### src/rtl/shade_pkg.sv
// Shared definitions for the window-shade motor driver: FSM state encoding and
// position-range helpers.
package shade_pkg;

  typedef enum logic [1:0] {
    ST_IDLE      = 2'd0,
    ST_MOVE_UP   = 2'd1,
    ST_MOVE_DOWN = 2'd2,
    ST_SETTLE    = 2'd3
  } state_t;

  localparam int POS_W_DEF = 4;

  // Fully-closed position for a given position width.
  function automatic int pos_max(input int w);
    return (2 ** w) - 1;
  endfunction

endpackage

### src/rtl/shade_step_timer.sv
// Step-period down-counter: holds at STEP_CYCLES-1 while reloaded, counts down while
// enabled and emits a one-cycle tick on the terminal count, reloading itself.
module shade_step_timer #(
  parameter int STEP_CYCLES = 4
) (
  input  logic clk,
  input  logic rst,
  input  logic i_reload,
  input  logic i_enable,
  output logic o_tick
);

  localparam int CW = (STEP_CYCLES > 2) ? $clog2(STEP_CYCLES) : 1;
  localparam logic [CW-1:0] L_RELOAD = CW'(STEP_CYCLES - 1);

  logic [CW-1:0] r_count;

  always_ff @(posedge clk) begin
    if (rst || i_reload) begin
      r_count <= L_RELOAD;
    end else if (i_enable) begin
      r_count <= (r_count == '0) ? L_RELOAD : (r_count - CW'(1));
    end
  end

  assign o_tick = i_enable && (r_count == '0);

endmodule

### src/rtl/shade_motor_driver.sv
// Window-shade motor driver: steps the tracked position toward the latest requested
// shade degree. Define SHADE_LIMIT_SW_EN to add lim_top/lim_bot end-stop inputs.
//
// state     | meaning
// IDLE      | motors off, position == target, waiting for a request
// MOVE_UP   | motor_up on, one position step per STEP_CYCLES
// MOVE_DOWN | motor_down on, one position step per STEP_CYCLES
// SETTLE    | motors off for one evaluation cycle; decides done / direction
module shade_motor_driver
  import shade_pkg::*;
#(
  parameter int STEP_CYCLES = 4,
  parameter int POS_W       = POS_W_DEF
) (
  input  logic             clk,
  input  logic             rst,
  input  logic [POS_W-1:0] wshade,
  input  logic             target_valid,
`ifdef SHADE_LIMIT_SW_EN
  input  logic             lim_top,
  input  logic             lim_bot,
`endif
  output logic             motor_up,
  output logic             motor_down,
  output logic [POS_W-1:0] position,
  output logic             busy,
  output logic             done
);

  localparam logic [POS_W-1:0] L_POS_MAX = POS_W'(pos_max(POS_W));

  state_t           r_state;
  logic [POS_W-1:0] r_target;
  logic [POS_W-1:0] r_position;
  logic             r_motor_up;
  logic             r_motor_down;
  logic             r_busy;
  logic             r_done;

  logic             w_moving;
  logic             w_tick;
  logic             w_lim_top;
  logic             w_lim_bot;
  logic [POS_W-1:0] w_tgt;
  logic [POS_W-1:0] w_pos_up;
  logic [POS_W-1:0] w_pos_dn;

`ifdef SHADE_LIMIT_SW_EN
  assign w_lim_top = lim_top;
  assign w_lim_bot = lim_bot;
`else
  assign w_lim_top = 1'b0;
  assign w_lim_bot = 1'b0;
`endif

  assign w_moving = (r_state == ST_MOVE_UP) || (r_state == ST_MOVE_DOWN);
  // A request arriving this cycle already decides direction while moving.
  assign w_tgt    = target_valid ? wshade : r_target;
  assign w_pos_up = r_position + POS_W'(1);
  assign w_pos_dn = r_position - POS_W'(1);

  shade_step_timer #(
    .STEP_CYCLES(STEP_CYCLES)
  ) u_step_timer (
    .clk      (clk),
    .rst      (rst),
    .i_reload (!w_moving),
    .i_enable (w_moving),
    .o_tick   (w_tick)
  );

  always_ff @(posedge clk) begin
    if (rst) begin
      r_state      <= ST_IDLE;
      r_target     <= '0;
      r_position   <= '0;
      r_motor_up   <= 1'b0;
      r_motor_down <= 1'b0;
      r_busy       <= 1'b0;
      r_done       <= 1'b0;
    end else begin
      r_done <= 1'b0;
      if (target_valid) r_target <= wshade;
      case (r_state)
        ST_IDLE: begin
          if (target_valid) begin
            r_state <= ST_SETTLE;
            r_busy  <= 1'b1;
          end
        end
        ST_SETTLE: begin
          if (!target_valid) begin
            if (r_position == r_target) begin
              r_state <= ST_IDLE;
              r_busy  <= 1'b0;
              r_done  <= 1'b1;
            end else if (r_target > r_position) begin
              r_state    <= ST_MOVE_UP;
              r_motor_up <= 1'b1;
            end else begin
              r_state      <= ST_MOVE_DOWN;
              r_motor_down <= 1'b1;
            end
          end
        end
        ST_MOVE_UP: begin
          if (w_lim_top) begin
            r_position <= L_POS_MAX;
            r_target   <= L_POS_MAX;
            r_state    <= ST_SETTLE;
            r_motor_up <= 1'b0;
          end else if (w_tgt <= r_position) begin
            r_state    <= ST_SETTLE;
            r_motor_up <= 1'b0;
          end else if (w_tick) begin
            r_position <= w_pos_up;
            if (w_pos_up == w_tgt) begin
              r_state    <= ST_SETTLE;
              r_motor_up <= 1'b0;
            end
          end
        end
        ST_MOVE_DOWN: begin
          if (w_lim_bot) begin
            r_position   <= '0;
            r_target     <= '0;
            r_state      <= ST_SETTLE;
            r_motor_down <= 1'b0;
          end else if (w_tgt >= r_position) begin
            r_state      <= ST_SETTLE;
            r_motor_down <= 1'b0;
          end else if (w_tick) begin
            r_position <= w_pos_dn;
            if (w_pos_dn == w_tgt) begin
              r_state      <= ST_SETTLE;
              r_motor_down <= 1'b0;
            end
          end
        end
        default: begin
          r_state      <= ST_IDLE;
          r_motor_up   <= 1'b0;
          r_motor_down <= 1'b0;
          r_busy       <= 1'b0;
        end
      endcase
    end
  end

  assign motor_up   = r_motor_up;
  assign motor_down = r_motor_down;
  assign position   = r_position;
  assign busy       = r_busy;
  assign done       = r_done;

endmodule

### config.mk
export PLATFORM = sky130hd
export DESIGN_NAME = shade_motor_driver
export DESIGN_NICKNAME = d
export VERILOG_FILES = /design/src/rtl/shade_pkg.sv /design/src/rtl/shade_step_timer.sv /design/src/rtl/shade_motor_driver.sv
export SDC_FILE = /design/constraint.sdc
export NUM_CORES = 1
export LEC_CHECK = 0
export CORE_MARGIN = 8
export CORE_UTILIZATION = 59
export DETAILED_ROUTE_END_ITERATION = 10
export PLACE_DENSITY = 0.84
export SLEW_MARGIN = 5
export SYNTH_ARGS = -nofsm -noshare
export SYNTH_HDL_FRONTEND = slang
export SYNTH_SLANG_ARGS = --single-unit
### constraint.sdc
create_clock -name clk -period 4.2 [get_ports clk]
set_input_delay 0.63 -clock clk [delete_from_list [all_inputs] [get_ports clk]]
set_output_delay 0.63 -clock clk [all_outputs]
set_load 0.03 [all_outputs]
==> results.toml, run 1 <==
[setup_path]
crit_top_cell = "mux2i_1"
crit_family = "buffers and inverters"
worst_path_largest_cell_delay_ps = 820
r2r_start = "r_target[1]"
crit_required_ps = 4420
crit_path_end_kind = "register"
cp_cell_sequence = "clkdlybuf4s50_1 -> mux2i_1 -> inv_1 -> ha_1 -> nor2b_1 -> o211ai_1 -> and3_1 -> a31oi_1 -> o311ai_2 -> mux2i_1"
critPathMaxFanout = 11
r2r_setup_slack_ps = 1850
worstRegToRegCells = 9
criticalPathCategory = "in2reg"
r2r-end = "r_state[0]"
critPathSlowestCell = "clkdlybuf4s50_1"
critPathBufInv = 2
critPathArrivalTime_ps = 3520
crit_path_start_kind = "input port"

[yosys]
ys_seq_elements = 16
synthTopCellsByCount = "dfxtp_1 (16), ha_1 (15), inv_1 (14)"
async_reset_ff_share_pct = 0
synth_top_flop_cell = "dfxtp_1"
yosysMostFrequentCell = "dfxtp_1"
synth-seq-area-share_pct = 25.07
synth_top_area_share_pct = 25.07
yosysWarnings = 0
synth-edff-count = 0
syn_nets = 171
synthTopCellsByArea = "dfxtp_1 (25%), ha_1 (15%), xnor2_1 (4.8%), inv_1 (4.1%), a21oi_1 (3.9%)"
avgSynthCellArea_um2 = 8.574
ys_types = 44
synth_top_area_cell = "dfxtp_1"
syn-instance-count = 149
syn_area_mm2 = 0.001277

[global_route]
grt_max_degree = 16
grt_usage_pct = 15.33
grt_remaining_overflow = 0
antenna_found_initial = 0
grt_pass1_vias = 1150
grt_pass1_wl_mm = 4.988

[sta]
fin_skew_ps = 12.52
setup_viol = 0
tightest_slew_ps = 574.0
fin_crit_sh_pct = 78.50
max_freq_mhz = 303.3
fin_tns_setup_ps = 0
layout_setup_ws_ps = 903.0
timing.hold.ws_ps = 493.2
report.final.slew_viol_count = 0
period_minus_slack_ps = 3297
rsz0062_at_grt = "no"
hold_violations = 0
slew-limit-headroom_pct = 61.61

[place]
dp_cells = 186
gp_congestion = 0.9086
pre_cts_ws_ps = 665.9
io_buffers = 14
postPlaceCellArea_mm2 = 0.001426
post-dp-hpwl_mm = 2.193

[clocking]
clock_latency_ps = 310
cts_buffer_depth = 2
cts_hold_buf = 0
cts_resized = 0
cts_sinks = 16
htree_levels = 1
cts_made_buffers = 3
tritoncts = "built"
cts_root_buffer = "clkbuf_4"
path_clk_slew_ps = 90
postCtsSetupBuffers = 0

[status]
status = "completed"

[power]
power.leakage_nw = 0.6363
max-vdd-ir-drop_mv = 0.3691
p_per_area_mw_per_mm2 = 560.7
power_uw = 820.1

[floorplanning]
die_h_um = 62.53
start_util_pct = 60.06
core.rowCount = 17
die_area_mm2 = 0.003910
dieWidth_um = 62.53
core-area_mm2 = 0.002127
ios = 15

[worst_hold_path]
worstHoldPathType = "reg2reg"
holdCritStartpoint = "u_step_timer.r_count[0]"
hold_depth = 2
hold_end = "u_step_timer.r_count[0]"

[cells_and_area]
diodes = 0
fin_cells = 190
area_growth_pct = 14.50
nets = 185
final_area_mm2 = 0.001463
drive_gt1_share_pct = 6.790
fin_util_pct = 68.76

[drt]
route.detailed.drc = 0
drt_wl_total_mm = 2.887
viasPerCell = 5.937
vias = 1128
drt_iter0_markers = 31
final_antenna_net_count = 0
drtPass1Iterations = 4
post_drt_wl_per_cell_um = 15.19

[run]
cap_violations = 0
==> sequential cells by signal, indices dropped and copies added, names as in the netlist <==
register and cells:
done 1, position 4, r_state 2, motor_up 1
u_step_timer.r_count 2, busy 1, r_target 4, motor_down 1
==> worst reg2reg max path: stages, from the launching register on <==
cell      delay [ps]
dfxtp_1          330
mux2i_1          240
inv_1             80
ha_1             300
nor2b_1          160
o211ai_1         290
and3_1           210
a31oi_1           50
o311ai_2         360
mux2i_1          240
==> kinds of logic (layout without fill, tap and decap cells) <==
group                      count (synthesis)  count (layout)  share of synthesized area (%)
xor gates and xnor gates                  10              10                          7.934
adders and majority gates                 15              15                          14.69
DFF                                       16              16                          25.07
and+or+nand+nor                           45              45                          18.90
muxes                                      7               7                          6.758
buffers and inverters                     21              34                          7.737
AOI/OAI and AO/OA                         35              35                          18.91
==> how the worst max path moves through the flow <==
stage          depth (start not counted)           to    startpoint
2_1_floorplan                         10   r_state[0]  target_valid
3_5_place_dp                          10  position[1]  target_valid
5_1_grt                               10  position[1]  target_valid
4_1_cts                               10   r_state[0]  target_valid
3_3_place_gp                          10   r_state[0]  target_valid
6_report                              10   r_state[0]  target_valid
==> per-layer routing <==
metal / track usage [%] / part of all wire [%] / routed length, um / up-vias
met5: 0 / 0 / 0 / -
met4: 9.117 / 1.9 / 56 / 0
met3: 3.405 / 4.8 / 140 / 5
met2: 25.61 / 48 / 1389 / 30
met1: 17.37 / 45 / 1301 / 526
li1: - / - / - / 567
==> layout by cell type (no fill, tap or decap), types with 2 or more instances in the layout <==
cell / synthesis / routed
nand3_1: 5 / 5
or3_1: 3 / 3
or4_1: 2 / 2
a311oi_1: 2 / 2
clkdlybuf4s50_1: 0 / 14
xnor2_1: 7 / 7
a21o_1: 2 / 2
nor2_1: 8 / 8
o21ai_1: 2 / 2
nand2_1: 8 / 8
nor2b_1: 5 / 5
ha_1: 15 / 15
xor2_1: 2 / 2
and3_1: 2 / 2
o21ai_0: 4 / 4
nor4_1: 4 / 4
clkbuf_4: 0 / 3
a31oi_1: 3 / 3
dfxtp_1: 16 / 16
mux2i_1: 5 / 5
nor3_1: 3 / 3
a211o_1: 2 / 2
inv_1: 14 / 14
a21oi_1: 10 / 10
==> report_power, final <==
group	internal (mW)	switching, mW
Sequential	0.185	0.0347
Combinational	0.208	0.284
Clock	0.0529	0.0557
Total	0.446	0.374
==> area by class of cell <==
cell class / instances / area, um2
inverter: 16 / 72.57
fill: 181 / 664.4
multi-input combinational: 112 / 858.3
clock buffer: 4 / 36.28
timing repair buffer: 14 / 140.1
sequential: 16 / 320.3
tap: 28 / 35.03
No activity file was read; power rests on OpenSTA's default activity.
==> run 2, diff against run 1 <==
--- a/config.mk
+++ b/config.mk
@@ -6,9 +6,9 @@
 export NUM_CORES = 1
 export LEC_CHECK = 0
 export CORE_MARGIN = 8
-export CORE_UTILIZATION = 59
+export CORE_UTILIZATION = 55
 export DETAILED_ROUTE_END_ITERATION = 10
-export PLACE_DENSITY = 0.84
+export PLACE_DENSITY = 0.79
 export SLEW_MARGIN = 5
 export SYNTH_ARGS = -nofsm -noshare
 export SYNTH_HDL_FRONTEND = slang
==> constraint.sdc (replaced) <==
create_clock -name clk -period 3.4 [get_ports clk]
set_input_delay 0.51 -clock clk [delete_from_list [all_inputs] [get_ports clk]]
set_output_delay 0.51 -clock clk [all_outputs]
set_load 0.03 [all_outputs]
==> results.toml, run 2 (synthesis results as in run 1) <==
[clocking]
cts_made_buffers = 3
path_clk_slew_ps = 110
clock_latency_ps = 300
cts_hold_buf = 0
cts_root_buffer = "clkbuf_4"
cts_resized = 0
postCtsSetupBuffers = 0
cts_buffer_depth = 2
htree_levels = 1
tritoncts = "built"
cts_sinks = 16

[setup_path]
critPathMaxFanout = 5
critPathArrivalTime_ps = 3070
worstRegToRegCells = 8
crit_path_start_kind = "input port"
r2r-end = "position[1]"
critPathSlowestCell = "clkdlybuf4s50_1"
criticalPathCategory = "in2reg"
r2r_setup_slack_ps = 1050
crit_required_ps = 3610
cp_cell_sequence = "clkdlybuf4s50_1 -> mux2i_1 -> inv_1 -> ha_1 -> nor2b_1 -> o211ai_1 -> nand3_1 -> a31oi_1 -> o21ai_0 -> o311a_1"
crit_path_end_kind = "register"
worst_path_largest_cell_delay_ps = 570
r2r_start = "position[1]"

[floorplanning]
start_util_pct = 57.75
die_area_mm2 = 0.004121
dieWidth_um = 64.20
ios = 15
core-area_mm2 = 0.002212
core.rowCount = 17
die_h_um = 64.20

[sta]
setup_viol = 0
fin_crit_sh_pct = 84.36
tightest_slew_ps = 609.1
report.final.slew_viol_count = 0
hold_violations = 0
max_freq_mhz = 348.7
period_minus_slack_ps = 2868
rsz0062_at_grt = "no"
fin_tns_setup_ps = 0
layout_setup_ws_ps = 531.8
slew-limit-headroom_pct = 59.26
fin_skew_ps = 6.247

[cells_and_area]
drive_gt1_share_pct = 8.485
final_cell_mix = "dfxtp_1 (16), ha_1 (15), inv_1 (14), clkdlybuf4s50_1 (14), a21oi_1 (10)"
diodes = 0
area_growth_pct = 16.26
final_common_cell = "dfxtp_1"
final_area_mm2 = 0.001485
nets = 188

[drt]
final_antenna_net_count = 0
drt_wl_total_mm = 3.042
route.detailed.drc = 0
drtPass1Iterations = 4
vias = 1170
viasPerCell = 6.062
drt_iter0_markers = 61
post_drt_wl_per_cell_um = 15.76

[global_route]
grt_max_degree = 16
grt_remaining_overflow = 0
antenna_found_initial = 0
grt_usage_pct = 15.79
grt_pass1_vias = 1220
grt_pass1_wl_mm = 5.382

[place]
gp_congestion = 0.9091
post-dp-hpwl_mm = 2.384
postPlaceCellArea_mm2 = 0.001449
io_buffers = 14
pre_cts_ws_ps = 226.7

[power]
power.leakage_nw = 0.6502
max-vdd-ir-drop_mv = 0.4195
power_mw = 1.024
p_per_area_mw_per_mm2 = 689.5

[worst_hold_path]
worstHoldPathType = "reg2reg"
holdCritStartpoint = "u_step_timer.r_count[0]"
hold_depth = 2
hold_end = "u_step_timer.r_count[0]"

[run]
cap_violations = 0

[status]
status = "completed"
run 2: cell count changes in the layout (fill, tap and decap cells not counted), sizes merged:
cell  before  now
buf        0    3
run 2: how the worst max path moves through the flow:
stage	start	endpoint	slack, ps	cells after the start
detailed placement	target_valid	position[3]	230	11
floorplan	target_valid	r_state[0]	920	10
finish	target_valid	position[1]	530	10
global placement	target_valid	position[3]	380	11
global route	target_valid	position[1]	250	10
CTS	target_valid	position[3]	550	11
run 2: area by class of cell:
class | instances | area (um2)
flip-flops and latches | 16 | 320.3
fillers | 184 | 726.9
multi-input cells | 112 | 858.3
well taps | 28 | 35.03
repair buffers | 17 | 162.7
clock buffers | 4 | 36.28
inverters | 16 | 72.57
run 2: power by group:
part	switching, mW	internal (mW)
clock	0.0718	0.0654
sequential	0.0431	0.228
combinational	0.355	0.260
run 2: layer usage:
metal  part of all wire (%)  GRT usage (%)
met1                     44          17.40
met2                     49          27.98
met3                    5.1          4.007
met4                    1.9          6.812
met5                      0              0
run 2: stage by stage:
stage          util (%)  cells  hold WS, ps
2_1_floorplan         -    149        446.1
3_3_place_gp      65.50    189        459.9
3_5_place_dp      65.50    189        478.3
4_1_cts           67.14    193        502.9
5_1_grt           67.14    193        526.8
6_report          67.14    193        496.5
run 2: worst max-delay path: cells and delay by family:
kind	cells	cell delay (ps)
multiplexers	1	270
AO/OA/AOI/OAI	4	1010
adder cells (fa/ha/maj)	1	310
buffers and inverters	2	640
AND/OR/NAND/NOR	2	340
==> run 3, diff against run 2 <==
==> constraint.sdc (replaced) <==
create_clock -name clk -period 2.8 [get_ports clk]
set_input_delay 0.42 -clock clk [delete_from_list [all_inputs] [get_ports clk]]
set_output_delay 0.42 -clock clk [all_outputs]
set_load 0.03 [all_outputs]
==> results.toml, run 3 (synthesis results as in run 1) <==
[drt]
drt_wl_total_mm = 2.916
post_drt_wl_per_cell_um = 14.88
drtPass1Iterations = 5
route.detailed.drc = 0
drt_iter0_markers = 45
final_antenna_net_count = 0
viasPerCell = 5.918
vias = 1160

[setup_path]
critPathSlowestCell = "clkdlybuf4s50_1"
criticalPathCategory = "in2reg"
cp.depth = 10
worstRegToRegCells = 9
crit_path_start_kind = "input port"
crit_path_end_kind = "register"
crit_top_cell = "mux2i_1"
critPathMaxFanout = 4
critPathArrivalTime_ps = 2840
critPathBufInv = 2
worst_path_largest_cell_delay_ps = 490
cp_cell_sequence = "clkdlybuf4s50_1 -> mux2i_1 -> inv_1 -> ha_1 -> nor2b_1 -> o211ai_1 -> and3_1 -> a31oi_1 -> o311ai_2 -> mux2i_1"
crit_family = "compound AO/OA/AOI/OAI gates"
crit_required_ps = 3030

[cells_and_area]
area_growth_pct = 18.51
final_common_cell = "dfxtp_1"
multi_input_area_um2 = 864.6
fin_util_pct = 68.44
drive_gt1_share_pct = 10.71
nets = 191
fillCellCount = 193
diodes = 0
seq_area_um2 = 320.3
final_cell_mix = "dfxtp_1 (16), ha_1 (15), inv_1 (14), clkdlybuf4s50_1 (14), a21oi_1 (10)"

[clocking]
postCtsSetupBuffers = 0
cts_sinks = 16
path_clk_slew_ps = 100
clock_latency_ps = 300
tritoncts = "built"
cts_buffer_depth = 2
htree_levels = 1
cts_root_buffer = "clkbuf_4"
cts_made_buffers = 3

[floorplanning]
dieWidth_um = 64.20
die_h_um = 64.20
die_area_mm2 = 0.004121
start_util_pct = 57.75
core-area_mm2 = 0.002212
ios = 15
core.rowCount = 17

[run]
cap_violations = 0

[power]
p_per_area_mw_per_mm2 = 821.9
power_mw = 1.244
power.leakage_nw = 0.6648
max-vdd-ir-drop_mv = 0.5907

[sta]
max_freq_mhz = 382.5
hold_violations = 0
rsz0062_at_grt = "no"
setup_viol = 0
report.final.slew_viol_count = 0
fin_skew_ps = 3.596
period_minus_slack_ps = 2614
fin_crit_sh_pct = 93.37
slew-limit-headroom_pct = 60.56
tightest_slew_ps = 589.8

[worst_hold_path]
worstHoldPathType = "reg2reg"
hold_depth = 2

[place]
post-dp-hpwl_mm = 2.290
gp_congestion = 0.9116
io_buffers = 14

[status]
status = "completed"

[global_route]
grt_pass1_vias = 1138
grt_usage_pct = 14.86
antenna_found_initial = 0
grt_pass1_wl_mm = 5.078
grt_remaining_overflow = 0
grt_max_degree = 16
==> run 3: cell types whose count changed in the layout (fill, tap and decap cells not counted) <==
cell,previous run,this run
a31oi_1,3,2
a31oi_2,0,1
buf_4,3,6
==> run 3: routing by layer <==
metal  up-vias  share of wire (%)  global-route usage [%]
met1       530                 45                   17.08
li1        575                  -                       -
met3        13                5.6                   3.484
met4         0                2.5                   5.722
met2        42                 47                   25.97
met5         -                  0                       0
==> run 3: cell type report <==
cell class / instances / share of cell area (%)
repair buffers: 20 / 12.23
flip-flops and latches: 16 / 21.16
well taps: 28 / 2.314
clock buffers: 4 / 2.397
multi-input cells: 112 / 57.11
inverters: 16 / 4.793
==> run 3: report_power, final <==
part	leakage (nW)	total, mW	internal (mW)	switching (mW)
Clock	0.0210	0.164	0.0793	0.0847
Sequential	0.131	0.329	0.277	0.0520
Combinational	0.512	0.751	0.326	0.425
Total	0.665	1.24	0.682	0.562
==> run 3: worst paths after layout <==
path	from	to	slack [ps]
hold / removal	u_step_timer.r_count[0]	u_step_timer.r_count[0]	500
setup reg to reg	r_target[1]	r_state[1]	530
setup / recovery	target_valid	r_state[1]	190
hold reg to reg	u_step_timer.r_count[0]	u_step_timer.r_count[0]	500
==> run 3: worst reg2reg max path, stage by stage, from the launching register on <==
cell      delay [ps]
dfxtp_1          330
mux2i_1          200
inv_1             70
ha_1             300
nor2b_1          160
o211ai_1         290
and3_1           220
a31oi_1           50
o311ai_2         370
mux2i_1          230
==> run 3: per-stage QoR <==
step	area (um2)	instances	setup WS (ps)	hold WS (ps)	TNS [ps]
6_report	1514	196	185.7	502.5	0
5_1_grt	1514	196	63.99	544.4	0
4_1_cts	1508	196	196.2	496.3	0
3_5_place_dp	1471	192	-105.1	466.3	-486.5
3_3_place_gp	1471	192	-23.79	461.9	-55.53
2_1_floorplan	1277	149	414.4	446.1	0
==> run 3: timing repair <==
| action | 4_1_cts | 5_1_grt |
|---|---|---|
| hold buffers | 0 | 0 |
| gates resized for setup | 0 | 1 |
| setup endpoints to repair | 0 | 1 |
